## config.mk

```make
export PLATFORM = sky130hd
export DESIGN_NAME = alu_sequencer_flat
export DESIGN_NICKNAME = d
export VERILOG_FILES = /design/src/rtl/alu_sequencer_if.sv /design/src/rtl/alu_sequencer.sv /design/src/flat_wrapper.sv
export SDC_FILE = /design/constraint.sdc
export NUM_CORES = 1
export LEC_CHECK = 0
export CORE_MARGIN = 1
export CORE_UTILIZATION = 41
export DETAILED_ROUTE_END_ITERATION = 10
export HOLD_SLACK_MARGIN = 0.05
export PLACE_DENSITY = 0.84
export SYNTH_ARGS = -nofsm -noshare
export SYNTH_HDL_FRONTEND = slang
export SYNTH_SLANG_ARGS = --single-unit
```

## constraint.sdc

```tcl
create_clock -name i_clk -period 2.9 [get_ports i_clk]
set_input_delay 0.435 -clock i_clk [delete_from_list [all_inputs] [get_ports i_clk]]
set_output_delay 0.435 -clock i_clk [all_outputs]
set_load 0.05 [all_outputs]
```

## src/rtl/alu_sequencer_if.sv

```systemverilog
// Issue/result bus of the ALU sequencer: operand handshake in, ALU drive and
// sample signals, and the result handshake out.
interface alu_sequencer_if #(
    parameter int DATA_W = 32
);
    logic              in_valid;
    logic              in_ready;
    logic [31:0]       instr;
    logic [DATA_W-1:0] rs_val;
    logic [DATA_W-1:0] rt_val;
    logic [DATA_W-1:0] op1;
    logic [DATA_W-1:0] op2;
    logic [2:0]        op;
    logic [DATA_W-1:0] ops;
    logic              zf;
    logic              out_valid;
    logic              out_ready;
    logic [DATA_W-1:0] result;
    logic              zero;
    logic              illegal;
    logic              divz;

    // Environment side: register-file read stage, ALU and write-back consumer.
    modport master (
        output in_valid, instr, rs_val, rt_val, ops, zf, out_ready,
        input  in_ready, op1, op2, op, out_valid, result, zero, illegal, divz
    );

    // Sequencer side.
    modport slave (
        input  in_valid, instr, rs_val, rt_val, ops, zf, out_ready,
        output in_ready, op1, op2, op, out_valid, result, zero, illegal, divz
    );
endinterface

```

## src/rtl/alu_sequencer.sv

```systemverilog
// Issue-side controller for the 32-bit ALU: decodes the funct field, holds the
// ALU inputs for an operation-dependent number of cycles, then captures the
// ALU result and returns it over a valid/ready handshake.
module alu_sequencer #(
    parameter int ALU_LAT    = 1,
    parameter int MULDIV_LAT = 4,
    parameter int DATA_W     = 32
) (
    input  logic           i_clk,
    input  logic           i_rst_n,
    alu_sequencer_if.slave io_bus
);

    localparam int MAX_LAT = (ALU_LAT > MULDIV_LAT) ? ALU_LAT : MULDIV_LAT;
    localparam int CNT_W   = (MAX_LAT > 1) ? $clog2(MAX_LAT) : 1;

    localparam logic [CNT_W-1:0] ALU_LOAD    = CNT_W'(ALU_LAT - 1);
    localparam logic [CNT_W-1:0] MULDIV_LOAD = CNT_W'(MULDIV_LAT - 1);

    localparam logic [2:0] OP_AND = 3'b000;
    localparam logic [2:0] OP_OR  = 3'b001;
    localparam logic [2:0] OP_ADD = 3'b010;
    localparam logic [2:0] OP_SUB = 3'b011;
    localparam logic [2:0] OP_SLT = 3'b100;
    localparam logic [2:0] OP_DIV = 3'b101;
    localparam logic [2:0] OP_NOP = 3'b110;
    localparam logic [2:0] OP_MUL = 3'b111;

    typedef enum logic [1:0] {
        S_IDLE = 2'd0,
        S_EXEC = 2'd1,
        S_DONE = 2'd2
    } state_t;

    state_t            r_state;
    state_t            w_next;
    logic [CNT_W-1:0]  r_cnt;
    logic [DATA_W-1:0] r_op1;
    logic [DATA_W-1:0] r_op2;
    logic [2:0]        r_op;
    logic [DATA_W-1:0] r_result;
    logic              r_zero;
    logic              r_illegal;
    logic              r_divz;

    logic              w_accept;
    logic              w_legal;
    logic [2:0]        w_code;
    logic              w_is_muldiv;
    logic              w_div_zero;
    logic              w_cnt_done;
    logic              w_unused_instr;

    // {legal, opcode} for a funct field; illegal functs map to NOP.
    function automatic logic [3:0] decode_funct(input logic [5:0] funct);
        logic [3:0] dec;
        case (funct)
            6'b100100: dec = {1'b1, OP_AND};
            6'b100101: dec = {1'b1, OP_OR};
            6'b100000: dec = {1'b1, OP_ADD};
            6'b100010: dec = {1'b1, OP_SUB};
            6'b101010: dec = {1'b1, OP_SLT};
            6'b011010: dec = {1'b1, OP_DIV};
            6'b000000: dec = {1'b1, OP_NOP};
            6'b011000: dec = {1'b1, OP_MUL};
            default:   dec = {1'b0, OP_NOP};
        endcase
        return dec;
    endfunction

    // Only the funct field selects the operation; the rest of the word is ignored.
    assign w_unused_instr = ^io_bus.instr[31:6];

    assign {w_legal, w_code} = decode_funct(io_bus.instr[5:0]);
    assign w_accept    = io_bus.in_valid && (r_state == S_IDLE);
    assign w_is_muldiv = (w_code == OP_MUL) || (w_code == OP_DIV);
    assign w_div_zero  = w_legal && (w_code == OP_DIV) && (io_bus.rt_val == '0);
    assign w_cnt_done  = (r_cnt == '0);

    // State register.
    always_ff @(posedge i_clk or negedge i_rst_n) begin
        if (!i_rst_n) begin
            r_state <= S_IDLE;
        end else begin
            r_state <= w_next;
        end
    end

    // Next-state logic: IDLE -> EXEC (or straight to DONE on a rejected op) -> DONE -> IDLE.
    always_comb begin
        w_next = r_state;
        case (r_state)
            S_IDLE: begin
                if (w_accept) begin
                    w_next = (!w_legal || w_div_zero) ? S_DONE : S_EXEC;
                end
            end
            S_EXEC: begin
                if (w_cnt_done) begin
                    w_next = S_DONE;
                end
            end
            S_DONE: begin
                if (io_bus.out_ready) begin
                    w_next = S_IDLE;
                end
            end
            default: w_next = S_IDLE;
        endcase
    end

    // ALU drive registers, hold counter and captured result/flags.
    always_ff @(posedge i_clk or negedge i_rst_n) begin
        if (!i_rst_n) begin
            r_cnt     <= '0;
            r_op1     <= '0;
            r_op2     <= '0;
            r_op      <= OP_NOP;
            r_result  <= '0;
            r_zero    <= 1'b1;
            r_illegal <= 1'b0;
            r_divz    <= 1'b0;
        end else begin
            case (r_state)
                S_IDLE: begin
                    if (w_accept) begin
                        r_op1 <= io_bus.rs_val;
                        r_op2 <= io_bus.rt_val;
                        if (!w_legal || w_div_zero) begin
                            // Park the ALU on NOP so it never sees a bad op or a zero divisor.
                            r_op      <= OP_NOP;
                            r_result  <= '0;
                            r_zero    <= 1'b1;
                            r_illegal <= !w_legal;
                            r_divz    <= w_div_zero;
                        end else begin
                            r_op  <= w_code;
                            r_cnt <= w_is_muldiv ? MULDIV_LOAD : ALU_LOAD;
                        end
                    end
                end
                S_EXEC: begin
                    if (w_cnt_done) begin
                        r_result  <= io_bus.ops;
                        r_zero    <= ~io_bus.zf;
                        r_illegal <= 1'b0;
                        r_divz    <= 1'b0;
                    end else begin
                        r_cnt <= r_cnt - 1'b1;
                    end
                end
                default: begin
                end
            endcase
        end
    end

    assign io_bus.in_ready  = (r_state == S_IDLE);
    assign io_bus.out_valid = (r_state == S_DONE);
    assign io_bus.op1       = r_op1;
    assign io_bus.op2       = r_op2;
    assign io_bus.op        = r_op;
    assign io_bus.result    = r_result;
    assign io_bus.zero      = r_zero;
    assign io_bus.illegal   = r_illegal;
    assign io_bus.divz      = r_divz;

endmodule

```

## src/flat_wrapper.sv

```systemverilog
// flat-port wrapper written by rule: the top's interface ports become plain ports
module alu_sequencer_flat 
#(
    parameter int ALU_LAT    = 1,
    parameter int MULDIV_LAT = 4,
    parameter int DATA_W     = 32
)
  (i_clk, i_rst_n, io_bus_in_valid, io_bus_instr, io_bus_rs_val, io_bus_rt_val, io_bus_ops, io_bus_zf, io_bus_out_ready, io_bus_in_ready, io_bus_op1, io_bus_op2, io_bus_op, io_bus_out_valid, io_bus_result, io_bus_zero, io_bus_illegal, io_bus_divz);
  alu_sequencer_if #(.DATA_W(DATA_W)) io_bus_i ();
  input  logic i_clk;
  input  logic i_rst_n;
  input wire logic [$bits(io_bus_i.in_valid)-1:0] io_bus_in_valid;
  input wire logic [$bits(io_bus_i.instr)-1:0] io_bus_instr;
  input wire logic [$bits(io_bus_i.rs_val)-1:0] io_bus_rs_val;
  input wire logic [$bits(io_bus_i.rt_val)-1:0] io_bus_rt_val;
  input wire logic [$bits(io_bus_i.ops)-1:0] io_bus_ops;
  input wire logic [$bits(io_bus_i.zf)-1:0] io_bus_zf;
  input wire logic [$bits(io_bus_i.out_ready)-1:0] io_bus_out_ready;
  output wire logic [$bits(io_bus_i.in_ready)-1:0] io_bus_in_ready;
  output wire logic [$bits(io_bus_i.op1)-1:0] io_bus_op1;
  output wire logic [$bits(io_bus_i.op2)-1:0] io_bus_op2;
  output wire logic [$bits(io_bus_i.op)-1:0] io_bus_op;
  output wire logic [$bits(io_bus_i.out_valid)-1:0] io_bus_out_valid;
  output wire logic [$bits(io_bus_i.result)-1:0] io_bus_result;
  output wire logic [$bits(io_bus_i.zero)-1:0] io_bus_zero;
  output wire logic [$bits(io_bus_i.illegal)-1:0] io_bus_illegal;
  output wire logic [$bits(io_bus_i.divz)-1:0] io_bus_divz;
  assign io_bus_i.in_valid = io_bus_in_valid;
  assign io_bus_i.instr = io_bus_instr;
  assign io_bus_i.rs_val = io_bus_rs_val;
  assign io_bus_i.rt_val = io_bus_rt_val;
  assign io_bus_i.ops = io_bus_ops;
  assign io_bus_i.zf = io_bus_zf;
  assign io_bus_i.out_ready = io_bus_out_ready;
  assign io_bus_in_ready = io_bus_i.in_ready;
  assign io_bus_op1 = io_bus_i.op1;
  assign io_bus_op2 = io_bus_i.op2;
  assign io_bus_op = io_bus_i.op;
  assign io_bus_out_valid = io_bus_i.out_valid;
  assign io_bus_result = io_bus_i.result;
  assign io_bus_zero = io_bus_i.zero;
  assign io_bus_illegal = io_bus_i.illegal;
  assign io_bus_divz = io_bus_i.divz;
  alu_sequencer #(.ALU_LAT(ALU_LAT), .MULDIV_LAT(MULDIV_LAT), .DATA_W(DATA_W)) u_core (.i_clk(i_clk), .i_rst_n(i_rst_n), .io_bus(io_bus_i));
endmodule
```

==> metrics.cfg <==
[status]
outcome=complete, no violations

[hold_path]
min_path_type=input port to asynchronous set/reset pin

[routing]
vias_per_cell=4.97
via_count=3804
wire_per_inst_um=15.3
drc=0
dr.pass1.iters=4
wl_met3_um=824
wl_met1_mm=4.92
wl_met2_mm=5.81
drt-initial-drc-count=213
wirelength_mm=11.7
ant_nets=0
top_layer=met4

[power]
pwr_density_cell_mw_per_mm2=1310
leakage_nw=3.13
vdd_drop_max_mv=0.677

[yosys]
synth_area_leaders=dfrtp_1 (61%), nand2_1 (18%), a22o_2 (4.7%)
yosysTopAreaCell=dfrtp_1
synth_common_cells=nand2_1 (199), dfrtp_1 (103), a22o_2 (20)
synth_ff_type=dfrtp_1
async_flop_share_pct=100
syn-num-nets=554
ys_types=37
ys_seq_elements=106
syn-mean-instance-area_um2=10.1
synth_edf_count=0
synth_area_mm2=0.00423
synth_top_area_share_pct=61.0
synth_cells=420
yosysWarningCount=0
synth.most_common_cell=nand2_1
yosysSeqAreaShare_pct=62.8

[finish]
areaGrowthSynthToFinish_pct=58.1
final_area_mm2=0.00669
nets=762
diodes=0
fin_util_pct=67.8
drive_gt1_share_pct=8.85

[floorplanning]
die-area_mm2=0.0107
die_h_um=104
rows=36
initial_core_util_pct=42.9
die_width_um=104
coreArea_mm2=0.00986
io_pins=237

[sta]
hold_slack_ns=0.0796
worstMarginPinSlew_ns=0.642
slew_headroom_pct=57.2
fin_setup_tns_ns=0
fin_crit_sh_pct=87.0
fin_ws_ns=0.376
setup_violations=0
drv_slew=0
max_freq_mhz=396
fin_crit_ns=2.52
rsz0062_at_grt=false
hold_viol=0
skew_ns=0.00982

[place]
dp_hpwl_mm=8.60
dpl_worst_slack_ns=0.337
place_area_mm2=0.00648
gp_congestion=0.830
port_buffers=210

[clocking]
cts_resized=0
post-cts-setup-buffer-count=0
root_buffer=clkbuf_8
clk_latency_ns=0.36
clockBufferDepth=2
clk_pin_slew_worst_paths_ns=0.10
htreeDepth=3
cts_tree=yes
cts.hold.buffers_added=0
cts_buffers=9
cts_num_sinks=106

[global_routing]
grt_max_degree=59
antenna_found_initial=0
grt_pass1_wl_mm=19.0
grt_overflow=0
track_usage_pct=22.3
grt_pass1_vias=3824

[worst_setup_path]
required_ns=2.47
worstSetupEndpointType=output pin
critPathKind=flip-flop to output pin
crit_fanout=6
worst_setup_path_start_kind=flip-flop
rrSetupSlack_ns=0.90
worstPathArrival_ns=2.09

[run]
cap_violations=0

worst max-delay path, stage by stage, from the launching register on:
cell	delay, ns
dfrtp_1	0.47
nor2_1	0.35
clkdlybuf4s50_1	0.91
per-layer routing:
layer / vias up / global-route usage [%]
met5: - / 0
met4: 0 / 7.14
met3: 13 / 6.54
met2: 159 / 37.5
met1: 1836 / 27.6
li1: 1796 / -
metrics by stage:
step                      std cells  power, mW
after global routing            766       9.16
after floorplan                 420       5.97
after global placement          750       7.74
final                           766       8.73
after CTS                       766       8.80
after detailed placement        750       7.85
placed cells by master, fill, tap and decap left out, drive strengths merged, types with 4 or more instances in the layout:
| cell | n |
|---|---|
| a21oi | 4 |
| inv | 9 |
| clkdlybuf4s50 | 209 |
| a22o | 34 |
| dfrtp | 103 |
| nor2 | 8 |
| o21ai | 4 |
| clkbuf | 10 |
| nor4 | 9 |
| nand2 | 199 |
| buf | 10 |
path summary, 6_finish.rpt:
path,start,to,cells past startpoint
min in group i_clk,u_core.io_bus.zero$_DFFE_PN1P_,u_core.io_bus.zero$_DFFE_PN1P_,2
worst min register to register,u_core.io_bus.zero$_DFFE_PN1P_,u_core.io_bus.zero$_DFFE_PN1P_,2
worst min-delay path,i_rst_n,u_core.io_bus.op2[9]$_DFFE_PN0P_,1
worst max register to register,u_core.r_state[0]$_DFFE_PN0P_,u_core.r_cnt[0]$_DFFE_PN0P_,5
max in group asynchronous,i_rst_n,u_core.io_bus.zero$_DFFE_PN1P_,2
worst max-delay path,u_core.r_state[0]$_DFFE_PN0P_,io_bus_in_ready,2
area by class of cell:
class | instances | area [um^2]
tap | 133 | 166
inverter | 6 | 22.5
sequential | 106 | 2660
clock buffer | 10 | 128
fill | 776 | 3180
multi-input combinational | 286 | 1450
clock inverter | 6 | 72.6
timing repair buffer | 219 | 2190
kinds of logic after synthesis:
logic type               count (synthesis)  synth area share [%]
AND/OR/NAND/NOR                        233                  22.8
flip-flops                             106                  62.8
AO/OA/AOI/OAI                           51                  10.8
buffers and inverters                   28                  3.02
multiplexers                             1                 0.237
adder cells (fa/ha/maj)                  1                 0.296
registers in the layout, indices dropped and copies added (netlist names):
signal / count
u_core.io_bus.op1: 32
u_core.io_bus.op2: 32
u_core.io_bus.divz: 1
u_core.io_bus.zero: 1
u_core.r_state: 2
u_core.io_bus.result: 32
u_core.io_bus.op: 3
u_core.io_bus.illegal: 1
u_core.r_cnt: 2
power by group:
group	switching, mW	internal [mW]	total, mW
clock network	0.514	0.413	0.926
registers	0.386	2.17	2.55
logic	3.51	1.75	5.25
Power figures use the tool's default switching activity.
